### src/rtl/imm_gen_pipe_if.sv
`default_nettype none
// +----------------------------------------------------------------------+
// | imm_gen_pipe_if : producer/consumer bundle for imm_gen_pipe            |
// | Revision: 1.0                                                          |
// +----------------------------------------------------------------------+
interface imm_gen_pipe_if #(
    parameter int XLEN = 32,
    parameter int TAGW = 8
);
    logic            in_valid;
    logic            in_ready;
    logic [31:0]     in_inst;
    logic [2:0]      in_src;
    logic [TAGW-1:0] in_tag;
    logic            flush;
    logic            out_valid;
    logic            out_ready;
    logic [XLEN-1:0] out_imm;
    logic [TAGW-1:0] out_tag;
    logic            out_err;

    modport master (
        output in_valid, in_inst, in_src, in_tag, flush, out_ready,
        input  in_ready, out_valid, out_imm, out_tag, out_err
    );

    modport slave (
        input  in_valid, in_inst, in_src, in_tag, flush, out_ready,
        output in_ready, out_valid, out_imm, out_tag, out_err
    );
endinterface
`default_nettype wire

### src/rtl/imm_gen_pipe.sv
`default_nettype none
// +----------------------------------------------------------------------+
// | imm_gen_pipe : immediate extraction into a 2-entry skid buffer         |
// | Revision: 1.0                                                          |
// +----------------------------------------------------------------------+
module imm_gen_pipe #(
    parameter int XLEN = 32,
    parameter int TAGW = 8
) (
    input  wire logic        clk,
    input  wire logic        rst_n,
    imm_gen_pipe_if.slave    bus
);
    localparam logic [1:0] S_EMPTY = 2'd0;
    localparam logic [1:0] S_ONE   = 2'd1;
    localparam logic [1:0] S_TWO   = 2'd2;

    logic [1:0]      r_state;
    logic [1:0]      w_state_nxt;

    logic            w_in_ready;
    logic            w_out_valid;
    logic            w_accept;
    logic            w_pop;
    logic            w_load_main;
    logic            w_load_skid;
    logic            w_skid_to_main;

    logic [XLEN-1:0] w_imm;
    logic            w_err;
    logic            w_sign;

    logic [XLEN-1:0] r_main_imm;
    logic [TAGW-1:0] r_main_tag;
    logic            r_main_err;
    logic [XLEN-1:0] r_skid_imm;
    logic [TAGW-1:0] r_skid_tag;
    logic            r_skid_err;

    // Opcode bits play no part in immediate selection.
    logic            w_unused;
    assign w_unused = &{1'b0, bus.in_inst[6:0]};

    assign w_sign = bus.in_inst[31];

    always_comb begin
        w_imm = '0;
        w_err = 1'b0;
        case (bus.in_src)
            3'b000: w_imm = {{(XLEN-11){w_sign}}, bus.in_inst[30:20]};
            3'b001: w_imm = {{(XLEN-11){w_sign}}, bus.in_inst[30:25], bus.in_inst[11:7]};
            3'b010: w_imm = {{(XLEN-12){w_sign}}, bus.in_inst[7], bus.in_inst[30:25],
                             bus.in_inst[11:8], 1'b0};
            3'b011: w_imm = {{(XLEN-20){w_sign}}, bus.in_inst[19:12], bus.in_inst[20],
                             bus.in_inst[30:21], 1'b0};
            3'b100: w_imm = {{(XLEN-31){w_sign}}, bus.in_inst[30:12], 12'b0};
            3'b101: w_imm = {{(XLEN-5){1'b0}}, bus.in_inst[19:15]};
            3'b110: w_imm = (XLEN == 64) ? {{(XLEN-6){1'b0}}, bus.in_inst[25:20]}
                                         : {{(XLEN-5){1'b0}}, bus.in_inst[24:20]};
            default: begin
                w_imm = '0;
                w_err = 1'b1;
            end
        endcase
    end

    // State register
    always_ff @(posedge clk or negedge rst_n) begin
        if (!rst_n) begin
            r_state <= S_EMPTY;
        end else begin
            r_state <= w_state_nxt;
        end
    end

    // Next-state logic; flush overrides every transition.
    always_comb begin
        w_state_nxt = r_state;
        if (bus.flush) begin
            w_state_nxt = S_EMPTY;
        end else begin
            case (r_state)
                S_EMPTY: if (w_accept) w_state_nxt = S_ONE;
                S_ONE: begin
                    if (w_accept && !w_pop)      w_state_nxt = S_TWO;
                    else if (!w_accept && w_pop) w_state_nxt = S_EMPTY;
                end
                S_TWO:   if (w_pop) w_state_nxt = S_ONE;
                default: w_state_nxt = S_EMPTY;
            endcase
        end
    end

    // Output / control decode from registered state only.
    always_comb begin
        w_in_ready     = (r_state != S_TWO);
        w_out_valid    = (r_state != S_EMPTY);
        w_accept       = bus.in_valid & w_in_ready & ~bus.flush;
        w_pop          = w_out_valid & bus.out_ready;
        w_load_main    = w_accept & ((r_state == S_EMPTY) | ((r_state == S_ONE) & w_pop));
        w_load_skid    = w_accept & (r_state == S_ONE) & ~w_pop;
        w_skid_to_main = w_pop & (r_state == S_TWO);
    end

    always_ff @(posedge clk or negedge rst_n) begin
        if (!rst_n) begin
            r_main_imm <= '0;
            r_main_tag <= '0;
            r_main_err <= 1'b0;
            r_skid_imm <= '0;
            r_skid_tag <= '0;
            r_skid_err <= 1'b0;
        end else begin
            if (w_load_main) begin
                r_main_imm <= w_imm;
                r_main_tag <= bus.in_tag;
                r_main_err <= w_err;
            end else if (w_skid_to_main) begin
                r_main_imm <= r_skid_imm;
                r_main_tag <= r_skid_tag;
                r_main_err <= r_skid_err;
            end
            if (w_load_skid) begin
                r_skid_imm <= w_imm;
                r_skid_tag <= bus.in_tag;
                r_skid_err <= w_err;
            end
        end
    end

    assign bus.in_ready  = w_in_ready;
    assign bus.out_valid = w_out_valid;
    assign bus.out_imm   = r_main_imm;
    assign bus.out_tag   = r_main_tag;
    assign bus.out_err   = r_main_err;

endmodule
`default_nettype wire

### src/flat_wrapper.sv
// flat-port wrapper written by rule: the top's interface ports become plain ports
module imm_gen_pipe_flat 
#(
    parameter int XLEN = 32,
    parameter int TAGW = 8
)
  (clk, rst_n, bus_in_valid, bus_in_inst, bus_in_src, bus_in_tag, bus_flush, bus_out_ready, bus_in_ready, bus_out_valid, bus_out_imm, bus_out_tag, bus_out_err);
  imm_gen_pipe_if #(.XLEN(XLEN), .TAGW(TAGW)) bus_i ();
  input  wire logic clk;
  input  wire logic rst_n;
  input wire logic [$bits(bus_i.in_valid)-1:0] bus_in_valid;
  input wire logic [$bits(bus_i.in_inst)-1:0] bus_in_inst;
  input wire logic [$bits(bus_i.in_src)-1:0] bus_in_src;
  input wire logic [$bits(bus_i.in_tag)-1:0] bus_in_tag;
  input wire logic [$bits(bus_i.flush)-1:0] bus_flush;
  input wire logic [$bits(bus_i.out_ready)-1:0] bus_out_ready;
  output wire logic [$bits(bus_i.in_ready)-1:0] bus_in_ready;
  output wire logic [$bits(bus_i.out_valid)-1:0] bus_out_valid;
  output wire logic [$bits(bus_i.out_imm)-1:0] bus_out_imm;
  output wire logic [$bits(bus_i.out_tag)-1:0] bus_out_tag;
  output wire logic [$bits(bus_i.out_err)-1:0] bus_out_err;
  assign bus_i.in_valid = bus_in_valid;
  assign bus_i.in_inst = bus_in_inst;
  assign bus_i.in_src = bus_in_src;
  assign bus_i.in_tag = bus_in_tag;
  assign bus_i.flush = bus_flush;
  assign bus_i.out_ready = bus_out_ready;
  assign bus_in_ready = bus_i.in_ready;
  assign bus_out_valid = bus_i.out_valid;
  assign bus_out_imm = bus_i.out_imm;
  assign bus_out_tag = bus_i.out_tag;
  assign bus_out_err = bus_i.out_err;
  imm_gen_pipe #(.XLEN(XLEN), .TAGW(TAGW)) u_core (.clk(clk), .rst_n(rst_n), .bus(bus_i));
endmodule
### config.mk
export PLATFORM = sky130hd
export DESIGN_NAME = imm_gen_pipe_flat
export DESIGN_NICKNAME = d
export VERILOG_FILES = /design/src/rtl/imm_gen_pipe_if.sv /design/src/rtl/imm_gen_pipe.sv /design/src/flat_wrapper.sv
export SDC_FILE = /design/constraint.sdc
export NUM_CORES = 1
export LEC_CHECK = 0
export BUFFER_PORTS_ARGS = -buffer_cell sky130_fd_sc_hd__buf_2
export CAP_MARGIN = 40
export CORE_ASPECT_RATIO = 0.75
export CORE_MARGIN = 4
export CORE_UTILIZATION = 28
export CTS_CLUSTER_SIZE = 20
export DETAILED_ROUTE_END_ITERATION = 16
export PLACE_DENSITY = 0.52
export SYNTH_ARGS = -nofsm -noshare
export SYNTH_HDL_FRONTEND = slang
export SYNTH_SLANG_ARGS = --single-unit
### constraint.sdc
create_clock -name clk -period 1.75 [get_ports clk]
set_input_delay 0.0875 -clock clk [delete_from_list [all_inputs] [get_ports clk]]
set_output_delay 0.0875 -clock clk [all_outputs]
set_load 0.005 [all_outputs]
# Word-level counts from Yosys, hierarchy flattened
# Cells that the tools add are included.
[totals]
input_bits = 48
reg_bits = 84
[op_classes]
bitwise_logic = 11
muxes = 14
eq_ne = 12
reduce_logical = 10
[ops]
columns = ["op", "count"]
rows = [
  ["case mux 32 bit (7 select lines)", 1],
  ["2-to-1 mux 32 bit", 2],
  ["2-to-1 mux 8 bit", 2],
  ["2-to-1 mux 2 bit", 5],
  ["== test 3 bit, second input constant", 3],
  ["AND 1 bit", 8],
  ["OR reduction 7 bit", 1],
  ["== test 3 x 2 -> 1 bit, second input constant", 2],
  ["!= test 3 x 2 -> 1 bit, second input constant", 2],
  ["case mux 2 bit (3 select lines)", 1],
  ["!= test 4 x 2 -> 1 bit, second input constant", 1],
  ["nonzero test 2 bit", 2],
  ["== test 3 x 1 -> 1 bit, second input constant", 1],
  ["logical NOT 3 bit", 1],
  ["2-to-1 mux 1 bit", 3],
  ["AND reduction 3 bit", 1],
  ["== test 2 x 1 -> 1 bit, second input constant", 1],
  ["== test 2 bit, second input constant", 1],
  ["logical AND 1 bit", 2],
  ["logical NOT 1 bit", 2],
  ["logical NOT 2 bit", 1],
  ["!= test 2 bit, second input constant", 1],
  ["NOT 1 bit", 2],
  ["bitwise OR 1 bit", 1],
]

# Logic depth before layout (Yosys ltp)
# Gate-level depths: netlist of the first run.
[logic_depth]
ltp_word = 9
ltp_mapped = 6
ltp_nobuf = 3

# Worst setup path before layout of the first run
# No wires, ideal clock.
[synth_path]
kind = "register to register"
startpoint = "reg u_core.r_state[1]"
endpoint = "reg u_core.r_skid_imm[15]"
arrival_ps = 1427
n_path_buf = 1
slack_ps = 198
stages_incl_launch_ff = 5
setup_time_ps = 125
cell_sequence = "dfrtp_1 or3b_4 nor2_8 buf_6 mux2_2"
[synth_via]
elab_chain_cells = 5
elab_cells_between_ends = 9
[synth_lines]
columns = ["item", "line_no", "source"]
rows = [
  ["start: declaration", "imm_gen_pipe.sv:18", "logic [1:0] r_state;"],
  ["start signal: assignment", "imm_gen_pipe.sv:72", "r_state <= w_state_nxt;"],
  ["!= test 2 bit", "imm_gen_pipe.sv:96", "w_in_ready = (r_state != S_TWO);"],
  ["AND 1 bit (2 in a row)", "imm_gen_pipe.sv:98", "w_accept = bus.in_valid & w_in_ready & ~bus.flush;"],
  ["AND 1 bit", "imm_gen_pipe.sv:101", "w_load_skid = w_accept & (r_state == S_ONE) & ~w_pop;"],
  ["AND 1 bit (*)", "imm_gen_pipe.sv:101", ""],
  ["end signal: assignment", "imm_gen_pipe.sv:124", "r_skid_imm <= w_imm;"],
  ["end: declaration", "imm_gen_pipe.sv:36", "logic [XLEN-1:0] r_skid_imm;"],
]
# Mark *: on every way between the ends. The rest lies on a longest branch, timed or not.
# A chain may end at the register's enable or synchronous reset.

# Worst setup path after layout of the first run
[layout_path]
startpoint = "reg u_core.r_state[1]"
endpoint = "reg u_core.r_skid_imm[19]"
# Same word-level chain as after synthesis.

==> impl_metrics.env, run 1 <==
export IMPL_drive_above_1_share_pct=36.76
export IMPL_wirelength_um=12520
export IMPL_yosysTopAreaCellShare_pct=48.23
export IMPL_skew_ns=0.007560
export IMPL_r2r_cells=3
export IMPL_grtUsageMet2_pct=22.84
export IMPL_synth_seq_cells=84
export IMPL_drc=0
export IMPL_grt_pass1_wl_um=20080
export IMPL_async_flop_share_pct=100.0
export IMPL_vias=3443
export IMPL_critPathCapture="u_core.r_skid_imm[19]$_DFFE_PN0P_"
export IMPL_relSlewSlack_pct=62.75
export IMPL_die_w_um=152.1
export IMPL_ys_seq_area_share_pct=48.23
export IMPL_hold_path_class="input pin to flop"
export IMPL_syn_to_final_growth_pct=25.41
export IMPL_cts_buffers=9
export IMPL_grt_max_degree=39
export IMPL_cp_cell_sequence="or3b_4 > nor2_8 > mux2_2"
export IMPL_outcome="complete, no violations"
export IMPL_initial_core_util_pct=28.62
export IMPL_io_pins=91
export IMPL_antenna_found_initial=0
export IMPL_nets=519
export IMPL_synth_common_cells="84 x dfrtp_1, 29 x mux2_2, 26 x a221o_1, 26 x and2_1, 19 x o21ai_1"
export IMPL_worstSkewPairLatency_ns=0.34
export IMPL_stdcell_count=681
export IMPL_cts_clk_slew_worst_paths_ns=0.06
export IMPL_slowest_delay_ns=0.47
export IMPL_antenna_left=0
export IMPL_pre_cts_slack_ns=-0.2151
export IMPL_final_area_um2=5465
export IMPL_finalWorstSetupSlack_ns=0.05064
export IMPL_yosys_warnings=0
export IMPL_hold_viol=0
export IMPL_multi_input_area_um2=2013
export IMPL_endpoint_kind="flop"
export IMPL_setup_viol=0
export IMPL_fin_util_pct=35.90
export IMPL_start_kind="flop"
export IMPL_die_area_um2=17640
export IMPL_met1_usage_pct=19.55
export IMPL_reg2reg_to="u_core.r_skid_imm[19]$_DFFE_PN0P_"
export IMPL_required_ns=1.98
export IMPL_power_mw=5.725
export IMPL_post_route_min_period_ns=1.699
export IMPL_synth_area_per_cell_um2=11.62
export IMPL_cts_sinks=84
export IMPL_clockBufferDepth=2
export IMPL_grt_busiest_layer="met2"
export IMPL_dp_hpwl_um=8712
export IMPL_rows=39
export IMPL_power_density_nw_per_um2=1047
export IMPL_gp_congestion=0.8300
export IMPL_synth_nets=423
export IMPL_dp_cells=653
export IMPL_syn_area_um2=4358
export IMPL_gr_usage_met3_pct=4.367
export IMPL_syn_inst=375
export IMPL_path_class="flop to flop"
export IMPL_critPathSlowestCell="or3b_4"
export IMPL_drt_pass1_iterations=4
export IMPL_overflow=0
export IMPL_worst_ir_drop_vdd_uv=383.9
export IMPL_slew_viol_final=0
export IMPL_synth_main_ff_cell="dfrtp_1"
export IMPL_seq_area_um2=2103
export IMPL_synth_edf_count=0
export IMPL_grtUsageTotal_pct=14.43
export IMPL_viasPerCell=5.056
export IMPL_leakage_nw=2.548
export IMPL_synth_most_common_cell="dfrtp_1"
export IMPL_r2r_start="u_core.r_state[1]$_DFFE_PN0P_"
export IMPL_rsz0062_at_grt="no"
export IMPL_drtIter0Drc=146
export IMPL_coreArea_um2=15220
export IMPL_dpl_instance_area_um2=5009
export IMPL_critPathMaxFanout=14
export IMPL_max_freq_ghz=0.5885
export IMPL_tightest_slew_ns=0.5563
export IMPL_r2r_slack_ns=0.05
export IMPL_cts_tree="built"
export IMPL_crit_start="u_core.r_state[1]$_DFFE_PN0P_"
export IMPL_arrival_ns=1.93
export IMPL_routedWlPerCell_um=18.38
export IMPL_yosys_cell_types_count=51
export IMPL_htreeDepth=3
export IMPL_fillers=1536
export IMPL_die_y_um=116.0
export IMPL_maxCapViolations=0
export IMPL_yosys_area_top_type="dfrtp_1"
export IMPL_io_buffer_count=83
export IMPL_cts_root_buffer="clkbuf_16"
export IMPL_diodes=0
export IMPL_first_global_vias=3582
export IMPL_yosys_top_cells_area="dfrtp_1 48%, mux2_2 7.5%, a221o_1 6.0%"
export IMPL_period_share_pct=97.11
[kinds of logic (layout without fill, tap and decap cells)]
family,after synthesis,after routing,synth area share (%)
flip-flops,84,84,48.23
XOR/XNOR,1,1,0.2010
multiplexers,36,36,9.446
AO/OA/AOI/OAI,110,112,18.40
AND/OR/NAND/NOR,99,99,17.51
buffers and inverters,45,144,6.202
[what timing repair did]
action | CTS | global route
gates cloned | 2 | 0
resized for setup | 1 | 3
hold buffers | 10 | 0
setup buffers | 0 | 0
endpoints found under the hold margin | 72 | 0
pin swaps | 1 | 1
setup endpoints to repair | 49 | 31
[worst min path at each step]
stage	from	endpoint	slack, ns	depth (start not counted)
3_5_place_dp	rst_n	u_core.bus.out_imm[18]$_DFFE_PN0P_	0.01	1
2_1_floorplan	rst_n	u_core.bus.out_err$_DFFE_PN0P_	-0.21	0
6_report	bus_in_inst[30]	u_core.bus.out_imm[10]$_DFFE_PN0P_	0.02	2
5_1_grt	bus_in_inst[29]	u_core.bus.out_imm[9]$_DFFE_PN0P_	0.02	2
4_1_cts	bus_in_inst[30]	u_core.bus.out_imm[10]$_DFFE_PN0P_	0.01	2
3_3_place_gp	rst_n	u_core.r_skid_imm[18]$_DFFE_PN0P_	0.01	1
[metrics by stage]
step / hold slack [ns] / setup TNS [ns]
2_1_floorplan: -0.2081 / 0
3_3_place_gp: 0.01315 / -1.667
3_5_place_dp: 0.01089 / -5.138
4_1_cts: 0.01090 / 0
5_1_grt: 0.02000 / 0
6_report: 0.01539 / 0
[state kept, by name, indices dropped and copies added, names as in the netlist]
register,cells
u_core.bus.out_err,1
u_core.bus.out_imm,32
u_core.bus.out_tag,8
u_core.r_skid_err,1
u_core.r_skid_imm,32
u_core.r_skid_tag,8
u_core.r_state,2
[layer usage]
metal  share of wire, %  wire, um
met3                5.5       683
met5                  0         0
met2                 45      5650
met1                 48      6021
met4                1.3       163
[cells in the final DEF, fill, tap and decap left out, types with 10 or more instances in the layout]
cell type,Yosys,layout
nand2_1,12,12
o21ai_1,19,19
mux2_2,29,29
a31oi_1,12,12
and2_1,26,26
o21ai_0,14,14
buf_2,14,82
a21oi_1,13,13
inv_1,10,10
buf_4,4,22
dlygate4sd3_1,0,10
a221o_1,26,26
dfrtp_1,84,83
[critical path, delay by kind of cell (launching register included)]
kind | cells | cell delay, ns
AND/OR/NAND/NOR | 2 | 0.76
flip-flops | 1 | 0.44
multiplexers | 1 | 0.38
[cell type report]
class	instances	area share, %
clock buffers	9	4.121
repair buffers	117	13.30
clock inverters	7	1.809
inverters	11	0.7555
well taps	205	4.693
multi-input cells	248	36.84
flip-flops and latches	84	38.48
[report_power, final]
group          leakage, nW  internal (mW)  total [mW]  switching (mW)
Combinational         1.32          0.577        1.10           0.528
Sequential            1.07           2.34        2.55           0.209
Clock                0.156           1.26        2.07           0.810
Total                 2.55           4.18        5.72            1.55
No activity file was read; power rests on OpenSTA's default activity.
==> run 2: changes to the inputs <==
BUFFER_PORTS_ARGS = not set   (was -buffer_cell sky130_fd_sc_hd__buf_2)
CORE_UTILIZATION = 60   (was 28)
DONT_BUFFER_PORTS = 1   (was not set)
PLACE_DENSITY = 0.82   (was 0.52)
==> run 2 against run 1 <==
Effect of this change: the flow now finishes with violations (hold timing); setup slack worse by 0.0049 ns; register-to-register slack about the same; global-route usage grew 11 points; clock skew up 0.0011 ns; critical path type unchanged; largest power group unchanged.
==> impl_metrics.env, run 2 (synthesis results as in run 1) <==
export IMPL_ctsHoldBuffers=27
export IMPL_tightest_slew_ns=0.5309
export IMPL_worst_ir_drop_vdd_uv=572.6
export IMPL_required_ns=2.00
export IMPL_fin_util_pct=70.35
export IMPL_die_w_um=106.4
export IMPL_nets=444
export IMPL_cts_clk_slew_worst_paths_ns=0.09
export IMPL_stdcell_count=499
export IMPL_antenna_found_initial=0
export IMPL_critPathSlowestCell="dfrtp_1"
export IMPL_slowest_delay_ns=0.41
export IMPL_cts_sinks=84
export IMPL_violations="hold timing"
export IMPL_antenna_left=0
export IMPL_vias=3309
export IMPL_worstSkewPairLatency_ns=0.36
export IMPL_coreArea_um2=6929
export IMPL_routedWlPerCell_um=22.12
export IMPL_io_pins=91
export IMPL_post_route_min_period_ns=1.704
export IMPL_hold_path_class="input pin to async pin"
export IMPL_hold_viol=84
export IMPL_power_mw=4.834
export IMPL_leakage_nw=2.160
export IMPL_mostFrequentLayoutCell="dfrtp_1"
export IMPL_path_common_cell="buf_4"
export IMPL_layout_common_cells="84 x dfrtp_1, 29 x mux2_2, 27 x dlygate4sd3_1"
export IMPL_wirelength_um=11040
export IMPL_clockBufferDepth=2
export IMPL_drt_pass1_iterations=5
export IMPL_overflow=0
export IMPL_gp_congestion=0.7754
export IMPL_endpoint_kind="flop"
export IMPL_die_y_um=81.81
export IMPL_drc=0
export IMPL_drive_above_1_share_pct=20.45
export IMPL_drtIter0Drc=236
export IMPL_critPathMaxFanout=13
export IMPL_period_share_pct=97.39
export IMPL_first_global_vias=3306
export IMPL_cts_buffers=9
export IMPL_htreeDepth=3
export IMPL_slew_viol_final=0
export IMPL_skew_ns=0.008699
export IMPL_dp_cells=452
export IMPL_cts_tree="built"
export IMPL_start_kind="flop"
export IMPL_grt_max_degree=85
export IMPL_io_buffer_count=0
export IMPL_max_freq_ghz=0.5868
export IMPL_relSlewSlack_pct=64.53
export IMPL_cpLargestDelayFamily="compound AO/OA/AOI/OAI gates"
export IMPL_cp_num_buf_inv=2
export IMPL_maxCapViolations=0
export IMPL_outcome="complete, but fails checks"
export IMPL_diodes=0
export IMPL_path_class="flop to flop"
export IMPL_cp_cell_sequence="buf_4 > nor3b_4 > buf_4 > a21oi_4 > a221o_1"
export IMPL_hold_ws_ns=-0.5890
export IMPL_dpl_instance_area_um2=4349
export IMPL_dp_hpwl_um=6754
export IMPL_syn_to_final_growth_pct=11.86
export IMPL_power_density_nw_per_um2=991.6
export IMPL_final_area_um2=4875
export IMPL_cts_root_buffer="clkbuf_8"
export IMPL_arrival_ns=1.95
export IMPL_viasPerCell=6.631
export IMPL_grt_pass1_wl_um=17280
export IMPL_setup_viol=0
export IMPL_initial_core_util_pct=62.89
export IMPL_grtUsageTotal_pct=25.52
export IMPL_die_area_um2=8705
export IMPL_rows=26
## run 2: changes by cell type in the layout (fill, tap and decap cells not counted), moves of 2 or more
cell | previous run | this run
clkbuf_8 | 0 | 9
clkbuf_16 | 9 | 0
inv_6 | 1 | 3
buf_4 | 22 | 15
buf_2 | 82 | 0
dlygate4sd3_1 | 10 | 27
buf_12 | 2 | 0
## run 2: worst paths after layout
check                                                  startpoint                                  to  slack (ns)  depth (start not counted)
worst max-delay path                u_core.r_state[1]$_DFFE_PN0P_   u_core.bus.out_imm[7]$_DFFE_PN0P_        0.05                          5
worst min-delay path                                        rst_n   u_core.bus.out_imm[6]$_DFFE_PN0P_       -0.59                          0
worst max register to register      u_core.r_state[1]$_DFFE_PN0P_   u_core.bus.out_imm[7]$_DFFE_PN0P_        0.05                          5
worst min register to register  u_core.r_skid_imm[27]$_DFFE_PN0P_  u_core.bus.out_imm[27]$_DFFE_PN0P_        0.49                          2
max in group asynchronous                                   rst_n  u_core.bus.out_imm[19]$_DFFE_PN0P_        2.22                          0
min in group clk                                  bus_in_inst[17]   u_core.bus.out_imm[2]$_DFFE_PN0P_        0.01                          2
## run 2: report_power, final
group	total [mW]	internal [mW]	switching (mW)
combinational	0.782	0.446	0.336
clock	1.44	0.685	0.759
sequential	2.61	2.34	0.267
total	4.83	3.47	1.36
## run 2: through the flow
| step | setup TNS (ns) | setup WS, ns |
|---|---|---|
| after detailed placement | 0 | 0.02669 |
| after global placement | 0 | 0.05219 |
| after CTS | -0.002306 | -0.001990 |
| final | 0 | 0.04571 |
| after floorplan | 0 | 0.1978 |
| after global routing | -0.001741 | -0.001741 |
## run 2: worst reg2reg max path: cells and delay by family, from the launching register on
kind / cells / cell delay, ns
and+or+nand+nor: 1 / 0.29
buffers and inverters: 2 / 0.34
DFF: 1 / 0.41
AOI/OAI and AO/OA: 2 / 0.56
## run 2: cell type report
type / count / area [um^2]
Clock buffer: 9 / 123.9
Clock inverter: 7 / 81.33
Fill cell: 505 / 2054
Inverter: 11 / 41.29
Multi-Input combinational cell: 247 / 2009
Sequential cell: 84 / 2102
Tap cell: 98 / 122.6
Timing Repair Buffer: 43 / 394.1
## run 2: repair_timing
action / in CTS / in global routing
pin swaps: 1 / 2
resized for setup: 0 / 4
endpoints found under the hold margin: 134 / 84
endpoints found under the setup margin: 3 / 33
cloned: 0 / 1
buffers inserted: 0 / 3
## run 2: per-layer routing
metal	wire length, um	track usage (%)	up-vias
met2	5169	39.51	141
met5	0	0	-
met1	4645	33.45	1686
li1	-	-	1462
met3	1024	9.662	20
met4	197	8.685	0
==> run 3: changes to the inputs <==
clock period = 2.1 ns   (was 1.75 ns; I/O delays follow)
==> run 3 against run 2 <==
Effect of this change: the run now ends clean; non-clock buffer count decreased by 7; die area is the same; register-to-register slack improved by 0.05 ns; cell count shrank 1.8%; combinational power is 15% lower; critical endpoint is now u_core.r_state[1]$_DFFE_PN0P_.
==> impl_metrics.env, run 3 (synthesis results as in run 1) <==
export IMPL_die_w_um=106.4
export IMPL_coreArea_um2=6929
export IMPL_clockBufferDepth=2
export IMPL_initial_core_util_pct=62.89
export IMPL_first_global_vias=3130
export IMPL_start_kind="flop"
export IMPL_wirelength_um=10630
export IMPL_drt_pass1_iterations=5
export IMPL_leakage_nw=2.139
export IMPL_critPathMaxFanout=25
export IMPL_p_switching_mw=1.079
export IMPL_drive_above_1_share_pct=18.62
export IMPL_power_internal_mw=3.128
export IMPL_antenna_found_initial=0
export IMPL_drtIter0Drc=235
export IMPL_overflow=0
export IMPL_syn_to_final_growth_pct=11.37
export IMPL_viasPerCell=6.663
export IMPL_endpoint_kind="flop"
export IMPL_power_mw=4.207
export IMPL_die_area_um2=8705
export IMPL_nets=436
export IMPL_io_buffer_count=0
export IMPL_p_seq_share_pct=51.7
export IMPL_fillers=511
export IMPL_power_density_nw_per_um2=866.8
export IMPL_swShare_pct=25.64
export IMPL_cts_clk_slew_worst_paths_ns=0.09
export IMPL_outcome="complete, no violations"
export IMPL_path_class="flop to flop"
export IMPL_period_share_pct=95.64
export IMPL_worstSkewPairLatency_ns=0.35
export IMPL_skew_ns=0.01151
export IMPL_rsz0062_at_grt="no"
export IMPL_io_pins=91
export IMPL_pwr_share_clk_pct=32.6
export IMPL_post_route_min_period_ns=2.009
export IMPL_dp_hpwl_um=6675
export IMPL_gp_congestion=0.8126
export IMPL_layout_common_cells="84 x dfrtp_1, 29 x mux2_2, 26 x and2_1, 26 x a221o_1, 26 x dlygate4sd3_1"
export IMPL_cts_tree="built"
export IMPL_hold_viol=0
export IMPL_required_ns=2.39
export IMPL_arrival_ns=2.30
export IMPL_r2r_slack_ns=0.09
export IMPL_diodes=0
export IMPL_hold_path_class="input pin to flop"
export IMPL_htreeDepth=3
export IMPL_cts_setup_buffers=0
export IMPL_max_freq_ghz=0.4979
export IMPL_setup_viol=0
export IMPL_cts_buffers=9
export IMPL_routedWlPerCell_um=21.69
export IMPL_die_y_um=81.81
export IMPL_grt_pass1_wl_um=17190
export IMPL_vias=3265
export IMPL_drc=0
export IMPL_slew_viol_final=0
export IMPL_worst_ir_drop_vdd_uv=418.3
export IMPL_mostFrequentLayoutCell="dfrtp_1"
export IMPL_tns_ns=0
export IMPL_relSlewSlack_pct=46.25
export IMPL_maxCapViolations=0
export IMPL_cts_sinks=84
export IMPL_rows=26
export IMPL_p_comb_share_pct=15.8
export IMPL_tightest_slew_ns=0.8044
export IMPL_cts_root_buffer="clkbuf_8"
export IMPL_antenna_left=0
export IMPL_grt_max_degree=85
export IMPL_grtUsageTotal_pct=25.42
==> run 3: repair_timing <==
item / 4_1_cts / 5_1_grt
hold endpoints to repair: 124 / 0
resized for setup: 0 / 1
endpoints found under the setup margin: 0 / 1
hold buffers: 27 / 0
==> run 3: layer usage <==
layer | part of all wire (%) | GRT usage, %
met5 | 0 | 0
met4 | 1.4 | 6.897
met3 | 9.4 | 8.641
met2 | 47 | 39.63
met1 | 42 | 34.42
==> run 3: layout make-up <==
| cell class | count | area [um^2] | share of cell area, % |
|---|---|---|---|
| flip-flops and latches | 84 | 2102 | 43.31 |
| multi-input cells | 246 | 1994 | 41.09 |
| repair buffers | 36 | 355.3 | 7.321 |
| clock buffers | 10 | 137.6 | 2.836 |
| well taps | 98 | 122.6 | 2.526 |
| clock inverters | 5 | 100.1 | 2.062 |
| inverters | 11 | 41.29 | 0.8507 |
==> run 3: worst paths after layout <==
path                            cells after the start                              start                            endpoint
worst max-delay path                                6      u_core.r_state[1]$_DFFE_PN0P_       u_core.r_state[1]$_DFFE_PN0P_
worst min-delay path                                2                    bus_in_inst[16]   u_core.bus.out_imm[1]$_DFFE_PN0P_
worst max register to register                      6      u_core.r_state[1]$_DFFE_PN0P_       u_core.r_state[1]$_DFFE_PN0P_
worst min register to register                      2  u_core.r_skid_imm[31]$_DFFE_PN0P_  u_core.bus.out_imm[31]$_DFFE_PN0P_
max in group asynchronous                           2                              rst_n   u_core.r_skid_imm[24]$_DFFE_PN0P_
min in group asynchronous                           2                              rst_n   u_core.bus.out_imm[6]$_DFFE_PN0P_
==> run 3: power groups by stage <==
| stage | clock network [mW] | logic (mW) | registers (mW) |
|---|---|---|---|
| CTS | 1.39 | 0.665 | 2.17 |
| detailed placement | 0 | 0.574 | 2.20 |
| global placement | 0 | 0.545 | 2.19 |
| global route | 1.45 | 0.734 | 2.21 |
| floorplan | 0 | 0.533 | 2.12 |
| finish | 1.37 | 0.663 | 2.17 |
==> run 3: stage by stage <==
stage	setup slack [ns]	area [um^2]	cells	util (%)	hold slack (ns)
finish	0.09148	4853	490	70.04	0.01863
CTS	0.03390	4845	490	69.92	0.01349
global placement	0.2373	4319	448	62.33	-0.1881
floorplan	0.5478	4358	375	-	-0.1906
global route	0.003695	4853	490	70.04	0.02402
detailed placement	0.1930	4319	448	62.33	-0.1874
==> run 3: worst max-delay path: stages, from the launching register on <==
cell and delay, ns:
dfrtp_1 0.50, buf_4 0.21, nor3b_2 0.16, buf_4 0.24
nand2_8 0.16, o31ai_1 0.12, dlygate4sd3_1 0.57
